## src/rtl/param_tlb_mmu_if.sv

```systemverilog
// -----------------------------------------------------------------------------
// param_tlb_mmu_if
//
// Purpose:
//   Bundles the two handshaked channels of the TLB/MMU block:
//     - the translation channel (request from a core, response back to it)
//     - the page-table-walk channel (walk request out to memory, PTE back)
//
// Modports:
//   master : the requester/memory side (drives translation requests, accepts
//            responses, serves page-table reads)
//   slave  : the MMU itself (accepts translation requests, returns
//            responses, issues page-table reads)
//
// Signals (ADDR_WIDTH wide unless noted):
//   mmu_req_valid/ready (1), mmu_req_va, mmu_req_write (1)
//   mmu_resp_valid/ready (1), mmu_resp_pa, mmu_resp_status (2)
//   ptw_req_valid/ready (1), ptw_req_addr
//   ptw_resp_valid (1), ptw_resp_data (PTE)
// -----------------------------------------------------------------------------
interface param_tlb_mmu_if #(
    parameter int ADDR_WIDTH = 32
);
    logic                  mmu_req_valid;
    logic [ADDR_WIDTH-1:0] mmu_req_va;
    logic                  mmu_req_write;
    logic                  mmu_req_ready;

    logic                  mmu_resp_valid;
    logic [ADDR_WIDTH-1:0] mmu_resp_pa;
    logic [1:0]            mmu_resp_status;
    logic                  mmu_resp_ready;

    logic                  ptw_req_valid;
    logic [ADDR_WIDTH-1:0] ptw_req_addr;
    logic                  ptw_req_ready;
    logic                  ptw_resp_valid;
    logic [ADDR_WIDTH-1:0] ptw_resp_data;

    // Requester / page-table memory view
    modport master (
        output mmu_req_valid,
        output mmu_req_va,
        output mmu_req_write,
        input  mmu_req_ready,
        input  mmu_resp_valid,
        input  mmu_resp_pa,
        input  mmu_resp_status,
        output mmu_resp_ready,
        input  ptw_req_valid,
        input  ptw_req_addr,
        output ptw_req_ready,
        output ptw_resp_valid,
        output ptw_resp_data
    );

    // MMU view
    modport slave (
        input  mmu_req_valid,
        input  mmu_req_va,
        input  mmu_req_write,
        output mmu_req_ready,
        output mmu_resp_valid,
        output mmu_resp_pa,
        output mmu_resp_status,
        input  mmu_resp_ready,
        output ptw_req_valid,
        output ptw_req_addr,
        input  ptw_req_ready,
        input  ptw_resp_valid,
        input  ptw_resp_data
    );
endinterface

```

## src/rtl/param_tlb_mmu.sv

```systemverilog
// -----------------------------------------------------------------------------
// param_tlb_mmu
//
// Purpose:
//   Fully-associative TLB in front of a single-level page table. Hits are
//   answered one cycle after acceptance; misses launch a page-table walk to
//   PT_BASE + VPN*4, install a valid PTE (LRU-by-age victim) and answer with
//   status MISS. Invalid PTEs give PAGE_FAULT, stores to read-only pages give
//   PERM_FAULT (PA forced to 0).
//
// Ports:
//   clk        : sole clock, rising edge
//   rst        : synchronous active-high reset
//   tlb_flush  : invalidates every entry at the next edge (ages untouched)
//   bus        : param_tlb_mmu_if.slave (translation + walk channels)
//
// Status encoding: 00 HIT, 01 MISS, 10 PAGE_FAULT, 11 PERM_FAULT
// PTE layout     : bit0 V, bit1 W, [ADDR_WIDTH-1:PAGE_OFFSET_WIDTH] PFN
// -----------------------------------------------------------------------------
module param_tlb_mmu #(
    parameter int                    ADDR_WIDTH        = 32,
    parameter int                    PAGE_OFFSET_WIDTH = 12,
    parameter int                    NUM_ENTRIES       = 8,
    parameter logic [ADDR_WIDTH-1:0] PT_BASE           = 'h0000_1000
) (
    input  logic                 clk,
    input  logic                 rst,
    input  logic                 tlb_flush,
    param_tlb_mmu_if.slave       bus
);

    localparam int VW = ADDR_WIDTH - PAGE_OFFSET_WIDTH;
    localparam int IW = $clog2(NUM_ENTRIES);

    localparam logic [1:0] ST_HIT        = 2'b00;
    localparam logic [1:0] ST_MISS       = 2'b01;
    localparam logic [1:0] ST_PAGE_FAULT = 2'b10;
    localparam logic [1:0] ST_PERM_FAULT = 2'b11;

    typedef enum logic [1:0] {
        IDLE,
        PTW_REQ,
        PTW_WAIT
    } state_t;

    state_t                  r_state;
    state_t                  w_nextState;

    logic [NUM_ENTRIES-1:0]  r_valid;
    logic [NUM_ENTRIES-1:0]  r_writable;
    logic [VW-1:0]           r_vpn [NUM_ENTRIES];
    logic [VW-1:0]           r_pfn [NUM_ENTRIES];
    logic [IW-1:0]           r_age [NUM_ENTRIES];

    logic [ADDR_WIDTH-1:0]   r_reqVa;
    logic                    r_reqWrite;
    logic                    r_flushPending;

    logic                    r_respValid;
    logic [ADDR_WIDTH-1:0]   r_respPa;
    logic [1:0]              r_respStatus;
    logic [ADDR_WIDTH-1:0]   r_ptwReqAddr;

    logic [VW-1:0]           w_reqVpn;
    logic                    w_reqReady;
    logic                    w_accept;
    logic                    w_lookupHit;
    logic [IW-1:0]           w_hitIdx;
    logic                    w_anyInvalid;
    logic [IW-1:0]           w_victimIdx;
    logic                    w_walkDone;
    logic                    w_pteValid;
    logic                    w_pteWritable;
    logic [VW-1:0]           w_ptePfn;
    logic                    w_install;
    logic                    w_touch;
    logic [IW-1:0]           w_touchIdx;
    logic [IW-1:0]           w_touchAge;
    logic [ADDR_WIDTH-1:0]   w_ptAddr;
    logic                    w_ptwReqValid;
    logic [PAGE_OFFSET_WIDTH-3:0] w_unusedPteBits;

    // Request-side decode. New requests are refused while a response is
    // still waiting to be taken, during a walk, and in a flush cycle so a
    // lookup never races the invalidation.
    assign w_reqVpn   = bus.mmu_req_va[ADDR_WIDTH-1:PAGE_OFFSET_WIDTH];
    assign w_reqReady = (r_state == IDLE) && !r_respValid && !tlb_flush;
    assign w_accept   = bus.mmu_req_valid && w_reqReady;

    // Page-table entry address; the shift and add wrap at ADDR_WIDTH bits.
    assign w_ptAddr = PT_BASE + ({{PAGE_OFFSET_WIDTH{1'b0}}, w_reqVpn} << 2);

    // PTE decode. Only meaningful while a walk result is on the bus.
    assign w_walkDone      = (r_state == PTW_WAIT) && bus.ptw_resp_valid;
    assign w_pteValid      = bus.ptw_resp_data[0];
    assign w_pteWritable   = bus.ptw_resp_data[1];
    assign w_ptePfn        = bus.ptw_resp_data[ADDR_WIDTH-1:PAGE_OFFSET_WIDTH];
    assign w_unusedPteBits = bus.ptw_resp_data[PAGE_OFFSET_WIDTH-1:2];

    // A walk result is installed only if no flush arrived while it was in
    // flight (or in the very cycle it returns).
    assign w_install = w_walkDone && w_pteValid && !r_flushPending && !tlb_flush;

    // Associative lookup of the incoming VPN. Install happens only after a
    // miss, so at most one valid entry can match.
    always_comb begin
        w_lookupHit = 1'b0;
        w_hitIdx    = '0;
        for (int i = 0; i < NUM_ENTRIES; i++) begin
            if (r_valid[i] && (r_vpn[i] == w_reqVpn)) begin
                w_lookupHit = 1'b1;
                w_hitIdx    = IW'(i);
            end
        end
    end

    // Victim choice: lowest-index free slot, otherwise the oldest entry.
    // Ages form a permutation, so exactly one entry holds the maximum age.
    always_comb begin
        w_anyInvalid = 1'b0;
        w_victimIdx  = '0;
        for (int i = NUM_ENTRIES - 1; i >= 0; i--) begin
            if (!r_valid[i]) begin
                w_anyInvalid = 1'b1;
                w_victimIdx  = IW'(i);
            end
        end
        if (!w_anyInvalid) begin
            for (int i = 0; i < NUM_ENTRIES; i++) begin
                if (r_age[i] == IW'(NUM_ENTRIES - 1)) begin
                    w_victimIdx = IW'(i);
                end
            end
        end
    end

    // The entry touched this cycle (hit or install) for the age update.
    // Hits are only accepted in IDLE and installs only occur in PTW_WAIT,
    // so the two never coincide.
    assign w_touch    = (w_accept && w_lookupHit) || w_install;
    assign w_touchIdx = w_install ? w_victimIdx : w_hitIdx;
    assign w_touchAge = r_age[w_touchIdx];

    // FSM state register.
    always_ff @(posedge clk) begin
        if (rst) begin
            r_state <= IDLE;
        end else begin
            r_state <= w_nextState;
        end
    end

    // FSM next-state and walk-request strobe. Hits never leave IDLE.
    always_comb begin
        w_nextState   = r_state;
        w_ptwReqValid = 1'b0;
        case (r_state)
            IDLE: begin
                if (w_accept && !w_lookupHit) begin
                    w_nextState = PTW_REQ;
                end
            end
            PTW_REQ: begin
                w_ptwReqValid = 1'b1;
                if (bus.ptw_req_ready) begin
                    w_nextState = PTW_WAIT;
                end
            end
            PTW_WAIT: begin
                if (bus.ptw_resp_valid) begin
                    w_nextState = IDLE;
                end
            end
            default: begin
                w_nextState = IDLE;
            end
        endcase
    end

    // Request capture, walk address and response registers. The response
    // stays frozen until the requester takes it.
    always_ff @(posedge clk) begin
        if (rst) begin
            r_reqVa      <= '0;
            r_reqWrite   <= 1'b0;
            r_ptwReqAddr <= '0;
            r_respValid  <= 1'b0;
            r_respPa     <= '0;
            r_respStatus <= ST_HIT;
        end else begin
            if (r_respValid && bus.mmu_resp_ready) begin
                r_respValid <= 1'b0;
            end
            if (w_accept) begin
                if (w_lookupHit) begin
                    r_respValid <= 1'b1;
                    if (bus.mmu_req_write && !r_writable[w_hitIdx]) begin
                        r_respPa     <= '0;
                        r_respStatus <= ST_PERM_FAULT;
                    end else begin
                        r_respPa     <= {r_pfn[w_hitIdx], bus.mmu_req_va[PAGE_OFFSET_WIDTH-1:0]};
                        r_respStatus <= ST_HIT;
                    end
                end else begin
                    r_reqVa      <= bus.mmu_req_va;
                    r_reqWrite   <= bus.mmu_req_write;
                    r_ptwReqAddr <= w_ptAddr;
                end
            end
            if (w_walkDone) begin
                r_respValid <= 1'b1;
                if (!w_pteValid) begin
                    r_respPa     <= '0;
                    r_respStatus <= ST_PAGE_FAULT;
                end else if (r_reqWrite && !w_pteWritable) begin
                    r_respPa     <= '0;
                    r_respStatus <= ST_PERM_FAULT;
                end else begin
                    r_respPa     <= {w_ptePfn, r_reqVa[PAGE_OFFSET_WIDTH-1:0]};
                    r_respStatus <= ST_MISS;
                end
            end
        end
    end

    // Remember a flush seen while a walk is in flight; it is forgotten once
    // the FSM is back in IDLE, before the next walk can start.
    always_ff @(posedge clk) begin
        if (rst) begin
            r_flushPending <= 1'b0;
        end else if (tlb_flush && (r_state != IDLE)) begin
            r_flushPending <= 1'b1;
        end else if (r_state == IDLE) begin
            r_flushPending <= 1'b0;
        end
    end

    // TLB array: install on a successful walk, bulk invalidate on flush.
    // Flush is listed last so it wins over anything else in that cycle.
    always_ff @(posedge clk) begin
        if (rst) begin
            r_valid    <= '0;
            r_writable <= '0;
            for (int i = 0; i < NUM_ENTRIES; i++) begin
                r_vpn[i] <= '0;
                r_pfn[i] <= '0;
            end
        end else begin
            if (w_install) begin
                r_valid[w_victimIdx]    <= 1'b1;
                r_writable[w_victimIdx] <= w_pteWritable;
                r_vpn[w_victimIdx]      <= r_reqVa[ADDR_WIDTH-1:PAGE_OFFSET_WIDTH];
                r_pfn[w_victimIdx]      <= w_ptePfn;
            end
            if (tlb_flush) begin
                r_valid <= '0;
            end
        end
    end

    // Recency ages. The touched entry becomes youngest and everything that
    // was younger than it ages by one, which keeps the set a permutation.
    always_ff @(posedge clk) begin
        if (rst) begin
            for (int i = 0; i < NUM_ENTRIES; i++) begin
                r_age[i] <= IW'(i);
            end
        end else if (w_touch) begin
            for (int i = 0; i < NUM_ENTRIES; i++) begin
                if (IW'(i) == w_touchIdx) begin
                    r_age[i] <= '0;
                end else if (r_age[i] < w_touchAge) begin
                    r_age[i] <= r_age[i] + 1'b1;
                end
            end
        end
    end

    assign bus.mmu_req_ready   = w_reqReady;
    assign bus.mmu_resp_valid  = r_respValid;
    assign bus.mmu_resp_pa     = r_respPa;
    assign bus.mmu_resp_status = r_respStatus;
    assign bus.ptw_req_valid   = w_ptwReqValid;
    assign bus.ptw_req_addr    = r_ptwReqAddr;

endmodule
```

## src/flat_wrapper.sv

```systemverilog
// flat-port wrapper written by rule: the top's interface ports become plain ports
module param_tlb_mmu_flat 
#(
    parameter int                    ADDR_WIDTH        = 32,
    parameter int                    PAGE_OFFSET_WIDTH = 12,
    parameter int                    NUM_ENTRIES       = 8,
    parameter logic [ADDR_WIDTH-1:0] PT_BASE           = 'h0000_1000
)
  (clk, rst, tlb_flush, bus_mmu_req_valid, bus_mmu_req_va, bus_mmu_req_write, bus_mmu_req_ready, bus_mmu_resp_valid, bus_mmu_resp_pa, bus_mmu_resp_status, bus_mmu_resp_ready, bus_ptw_req_valid, bus_ptw_req_addr, bus_ptw_req_ready, bus_ptw_resp_valid, bus_ptw_resp_data);
  param_tlb_mmu_if #(.ADDR_WIDTH(ADDR_WIDTH)) bus_i ();
  input  logic clk;
  input  logic rst;
  input  logic tlb_flush;
  input wire logic [$bits(bus_i.mmu_req_valid)-1:0] bus_mmu_req_valid;
  input wire logic [$bits(bus_i.mmu_req_va)-1:0] bus_mmu_req_va;
  input wire logic [$bits(bus_i.mmu_req_write)-1:0] bus_mmu_req_write;
  output wire logic [$bits(bus_i.mmu_req_ready)-1:0] bus_mmu_req_ready;
  output wire logic [$bits(bus_i.mmu_resp_valid)-1:0] bus_mmu_resp_valid;
  output wire logic [$bits(bus_i.mmu_resp_pa)-1:0] bus_mmu_resp_pa;
  output wire logic [$bits(bus_i.mmu_resp_status)-1:0] bus_mmu_resp_status;
  input wire logic [$bits(bus_i.mmu_resp_ready)-1:0] bus_mmu_resp_ready;
  output wire logic [$bits(bus_i.ptw_req_valid)-1:0] bus_ptw_req_valid;
  output wire logic [$bits(bus_i.ptw_req_addr)-1:0] bus_ptw_req_addr;
  input wire logic [$bits(bus_i.ptw_req_ready)-1:0] bus_ptw_req_ready;
  input wire logic [$bits(bus_i.ptw_resp_valid)-1:0] bus_ptw_resp_valid;
  input wire logic [$bits(bus_i.ptw_resp_data)-1:0] bus_ptw_resp_data;
  assign bus_i.mmu_req_valid = bus_mmu_req_valid;
  assign bus_i.mmu_req_va = bus_mmu_req_va;
  assign bus_i.mmu_req_write = bus_mmu_req_write;
  assign bus_mmu_req_ready = bus_i.mmu_req_ready;
  assign bus_mmu_resp_valid = bus_i.mmu_resp_valid;
  assign bus_mmu_resp_pa = bus_i.mmu_resp_pa;
  assign bus_mmu_resp_status = bus_i.mmu_resp_status;
  assign bus_i.mmu_resp_ready = bus_mmu_resp_ready;
  assign bus_ptw_req_valid = bus_i.ptw_req_valid;
  assign bus_ptw_req_addr = bus_i.ptw_req_addr;
  assign bus_i.ptw_req_ready = bus_ptw_req_ready;
  assign bus_i.ptw_resp_valid = bus_ptw_resp_valid;
  assign bus_i.ptw_resp_data = bus_ptw_resp_data;
  param_tlb_mmu #(.ADDR_WIDTH(ADDR_WIDTH), .PAGE_OFFSET_WIDTH(PAGE_OFFSET_WIDTH), .NUM_ENTRIES(NUM_ENTRIES), .PT_BASE(PT_BASE)) u_core (.clk(clk), .rst(rst), .tlb_flush(tlb_flush), .bus(bus_i));
endmodule
```

## config.mk

```make
export PLATFORM = sky130hd
export DESIGN_NAME = param_tlb_mmu_flat
export DESIGN_NICKNAME = d
export VERILOG_FILES = /design/src/rtl/param_tlb_mmu_if.sv /design/src/rtl/param_tlb_mmu.sv /design/src/flat_wrapper.sv
export SDC_FILE = /design/constraint.sdc
export NUM_CORES = 1
export LEC_CHECK = 0
export ABC_AREA = 0
export CAP_MARGIN = 20
export CORE_AREA = 10 10 196 198
export CTS_CLUSTER_DIAMETER = 30
export CTS_CLUSTER_SIZE = 28
export DETAILED_ROUTE_END_ITERATION = 7
export DIE_AREA = 0 0 206 208
export GPL_TIMING_DRIVEN = 0
export PLACE_DENSITY = 0.95
export SLEW_MARGIN = 20
export SYNTH_ARGS = -nofsm -noshare
export SYNTH_HDL_FRONTEND = slang
export SYNTH_SLANG_ARGS = --single-unit
export TNS_END_PERCENT = 50
```

## constraint.sdc

```tcl
create_clock -name clk -period 10.7 [get_ports clk]
set_input_delay 2.14 -clock clk [delete_from_list [all_inputs] [get_ports clk]]
set_output_delay 2.14 -clock clk [all_outputs]
set_load 0.02 [all_outputs]
```

# Word-level counts from Yosys, hierarchy flattened
# Memories as Yosys holds them, arrays and structs flattened.
# Cells that the tools add are included.
dict set report classes {
  n_eq_ne 28
  n_addsub 9
  bitwise 18
  reduce_logical 41
  magnitude_cmp 11
  mux 168
}
# cell n
set op_table {}
lappend op_table {{32-bit two-way mux} 6}
lappend op_table {{20-bit equality test} 8}
lappend op_table {{3-bit two-way mux} 40}
lappend op_table {{1-bit two-way mux} 105}
lappend op_table {{20-bit two-way mux} 2}
lappend op_table {{20-bit OR reduction} 2}
lappend op_table {{3-bit by 1-bit adder with 3-bit output (second input constant)} 8}
lappend op_table {{3-bit equality test (second input constant)} 8}
lappend op_table {{3-bit < comparator} 8}
lappend op_table {{13-bit by 22-bit adder with 23-bit output (first input constant)} 1}
lappend op_table {{1-bit logical AND} 22}
lappend op_table {{2-bit two-way mux} 11}
lappend op_table {{1-bit OR} 16}
lappend op_table {{3-bit equality test (first input constant)} 4}
lappend op_table {{8-bit bitwise mux} 1}
lappend op_table {{3-bit by 4-bit < comparator with 1-bit output (second input constant)} 2}
lappend op_table {{8-bit OR} 1}
lappend op_table {{2-bit nonzero test} 4}
lappend op_table {{2-bit by 3-bit equality test with 1-bit output (first input constant)} 2}
lappend op_table {{1-bit zero test} 6}
lappend op_table {{2-bit != test (second input constant)} 3}
lappend op_table {{2-bit case mux with 3 select lines} 1}
lappend op_table {{2-bit AND reduction} 2}
lappend op_table {{1-bit binary-select mux with 3-bit select} 1}
lappend op_table {{11 further kinds} 11}
dict set report totals {
  regBits 119
  output_inout_bits 69
  elab_cells 288
  mem_bits_rw 344
  in_bits 72
  n_memories 3
}
# name words width read_ports rd_ports_with_merged_regs wr line
set memory_table {}
lappend memory_table {u_core.r_pfn 8 20 1 0 8 param_tlb_mmu.sv:52} ;# logic [VW-1:0] r_pfn [NUM_ENTRIES];
lappend memory_table {u_core.r_vpn 8 20 8 0 8 param_tlb_mmu.sv:51} ;# logic [VW-1:0] r_vpn [NUM_ENTRIES];
lappend memory_table {u_core.r_age 8 3 9 0 8 param_tlb_mmu.sv:53} ;# logic [IW-1:0] r_age [NUM_ENTRIES];

# Logic depth before layout (Yosys ltp)
# An unclocked memory read counts as a cell.
dict set report depth {
  depth_word 26
  depth_mapped 20
}

# Worst setup path before layout
# No wires, ideal clock.
dict set report synth_path {
  path_kind {input-to-reg}
  startpoint {input port bus_ptw_resp_valid}
  endpoint {memory u_core.r_pfn[3][0] (netlist name) (enable)}
  setup_ns 0.495
  n_path_buf 3
  arrival_ns 6.243
  setup_slack_ns 3.962
  path_stages 7
  cell_sequence {and3b_1 -> clkbuf_1 -> and3_1 -> clkbuf_1 -> clkbuf_1 -> nand2_1 -> o21ai_0}
}
# item line
set synth_rtl {}
lappend synth_rtl {{start: declaration} flat_wrapper.sv:25} ;# input wire logic [$bits(bus_i.ptw_resp_valid)-1:0] bus_ptw_resp_valid;
lappend synth_rtl {{end: declaration} param_tlb_mmu.sv:52}

==> metrics.yaml <==
clkTransAtPathRegs_ns: 0.05
path_max_fanout: 10
worst_pin_slew_ns: 1.19
crit_cells: 20
status: "finished, final reports clean"
cts_tree: "built"
crit_buf_inv: 5
drt_iter0_markers: 3331
multiInputGateArea_um2: 9260
drv_slew: 0
syn_avg_cell_area_um2: 11.3
finalHoldViolations: 0
powerDensity_nw_per_um2: 197
die_area_um2: 42800
synth.distinct_cells: 78
postCtsHoldBufs: 0
reg2reg_to: "u_core.r_age[7][2]"
dp_hpwl_mm: 48.3
die_x_um: 206
clock_latency_ns: 0.63
root_buffer: "clkbuf_16"
finalWirelength_mm: 80.2
drc: 0
async_flop_share: 0
core_area_um2: 34400
dp_slack_ns: 2.20
cpMaxStageDelayCell: "clkdlybuf4s50_1"
fin_tns_setup_ns: 0
synth_largest_area_cell: "edfxtp_1"
ant_nets: 0
utilization: 0.799
synthTopCellsByArea: "edfxtp_1 (46%), dfxtp_1 (8.8%), and2_1 (6.8%), xnor2_1 (5.0%), mux2i_1 (4.6%)"
setup_ws_ns: 2.44
cts_sinks: 442
grt_max_degree: 42
holdPathEnd: "u_core.r_writable[2]"
crit_required_ns: 11.04
crit_type: "in -> reg"
yosysSeqAreaShare: 0.553
rsz0062_at_grt: "false"
regArea_um2: 12300
synth_flop_cell: "edfxtp_1"
via_count: 19000
cts_setup_buffers: 0
cts.repair.resized: 0
synth_common_cells: "edfxtp_1 (344), and2_1 (243), nand2_1 (135)"
finClkSkew_ns: 0.0339
wl_per_cell_um: 29.5
max_slew_margin: 0.203
postSynthRegisterBits: 442
max_freq_mhz: 121
yosys.area.top_type_share: 0.465
std_cell_rows: 68
place_congestion: 0.990
period_minus_slack_ns: 8.26
leakage_uw: 0.0101
portBuffers: 108
slowest_delay_ns: 0.64
track_usage: 0.365
path_cells: "clkdlybuf4s50_1, buf_2, xnor2_1, nand3_1, or4_1, a211oi_1, o311a_1, or2_1, buf_2, buf_2, buf_2, a31oi_1, o22ai_1, nor3_1, nor2_1, ha_1, nor2_1, o211ai_1, a21oi_2, or3_1"
yosys_warnings: 0
holdPathStages: 2
htree_levels: 3
hold_path.class: "reg -> reg"
path_delay_family: "buffers and inverters"
synth_most_common_cell: "edfxtp_1"
die_y_um: 208
worstHoldStart: "u_core.r_writable[2]"
grt-ovfl-total: 0
r2r-start: "u_core.r_vpn[6][12]"
min_period_over_period: 0.772
viasPerCell: 6.97
reg2reg_slack_ns: 4.40
nets: 2280
start_util: 0.647
grt_pass1_vias: 19300
irDropWorstVdd_mv: 0.241
cp-end-kind: "register"
cts.path.max_buffers: 3
design_area_um2: 27500
cts_buffers: 87
fill_cells: 1712
first_pass_iters: 8
finalSetupViolCount: 0
grt_pass1_wl_mm: 118
syn_inst: 1968
crit_arrival_ns: 8.61
antenna_found_initial: 5
synth_area_um2: 22200
crit_top_cell: "buf_2"
ios: 141
maxCapViolations: 0
placed_area_um2: 24200
drive_above_1_share: 0.123
syn2layout_area_growth_pct: 23.6
rr_worst_depth: 19
start_kind: "input port"
synth_edf_count: 344
-- final cells by class --
class	instances	area share
antenna	4	0.000364
buffer	144	0.0257
clock buffer	106	0.0868
clock inverter	58	0.0329
inverter	22	0.00301
multi-input combinational	1370	0.337
sequential	442	0.447
tap	455	0.0207
timing repair buffer	116	0.0462
-- cell families (layout without fill, tap and decap cells) --
group	count (synthesis)	in the layout	synth area share
and+or+nand+nor	794	794	0.197
DFF	442	442	0.553
AOI/OAI and AO/OA	242	242	0.0730
xor gates and xnor gates	168	168	0.0666
buffers and inverters	166	446	0.0354
muxes	125	125	0.0586
adders and majority gates	30	30	0.0166
other	1	15	0.000169
-- worst max-delay path by stage --
stage,start,endpoint,slack (ns)
finish,bus_mmu_req_va[22],u_core.r_age[7][2],2.44
global route,bus_mmu_req_va[22],u_core.r_age[7][2],2.35
CTS,bus_mmu_req_va[22],u_core.r_age[7][2],2.68
detailed placement,bus_mmu_req_va[22],u_core.r_age[7][1],2.20
global placement,bus_ptw_resp_valid,u_core.r_pfn[1][3],1.30
floorplan,bus_ptw_resp_valid,u_core.r_pfn[3][0],3.96
-- routing by layer --
metal | track usage | routed length (um) | up-vias
li1 | - | - | 7566
met1 | 0.432 | 25900 | 8909
met2 | 0.559 | 36300 | 1935
met3 | 0.115 | 11800 | 538
met4 | 0.244 | 6230 | 2
met5 | 0 | 16 | -
-- layout by cell type, fill, tap and decap left out, drive strengths merged, types with 8 or more instances in the layout --
cell type / count
o22ai: 9
xor2: 41
edfxtp: 344
nor2: 119
a21o: 8
clkdlybuf4s50: 108
conb: 11
xnor2: 127
dfxtp: 98
a22oi: 35
nor4: 24
and2: 245
mux2i: 102
a31oi: 9
nor4b: 8
and3: 86
and4: 9
ha: 25
mux2: 21
nand4: 48
inv: 33
o21a: 8
clkbuf: 186
a21oi: 25
a211oi: 35
nand3: 49
nand2: 135
clkinv: 18
o21ai: 72
buf: 72
bufinv: 20
clkinvlp: 9
or2: 11
nor3: 20
-- registers in the layout, indices dropped and copies added, names as in the netlist --
signal,flops
u_core.r_reqVa,32
u_core.bus.mmu_resp_pa,32
u_core.r_writable,8
u_core.bus.ptw_req_addr,11
u_core.r_pfn,160
u_core.r_reqWrite,1
u_core.r_flushPending,1
u_core.r_vpn,160
u_core.bus.mmu_resp_status,2
u_core.bus.mmu_resp_valid,1
u_core.r_age,24
u_core.r_valid,8
u_core.r_state,2
-- metrics by stage --
stage | std cells | power (uW) | hold WS [ns]
after floorplan | 1978 | 2160 | 0.436
after global placement | 2541 | 2290 | 0.446
after detailed placement | 2549 | 2310 | 0.467
after CTS | 2713 | 5360 | 0.502
after global routing | 2714 | 5470 | 0.532
final | 2717 | 5400 | 0.503
-- worst min-delay path: stages (launching register included) --
cell and delay, ns:
dfxtp_1 0.29, inv_1 0.08, o21ai_0 0.08
-- power by group --
group / switching [uW] / internal (uW)
clock network: 1000 / 2080
registers: 55.8 / 1920
logic: 219 / 126
Power figures use the tool's default switching activity.
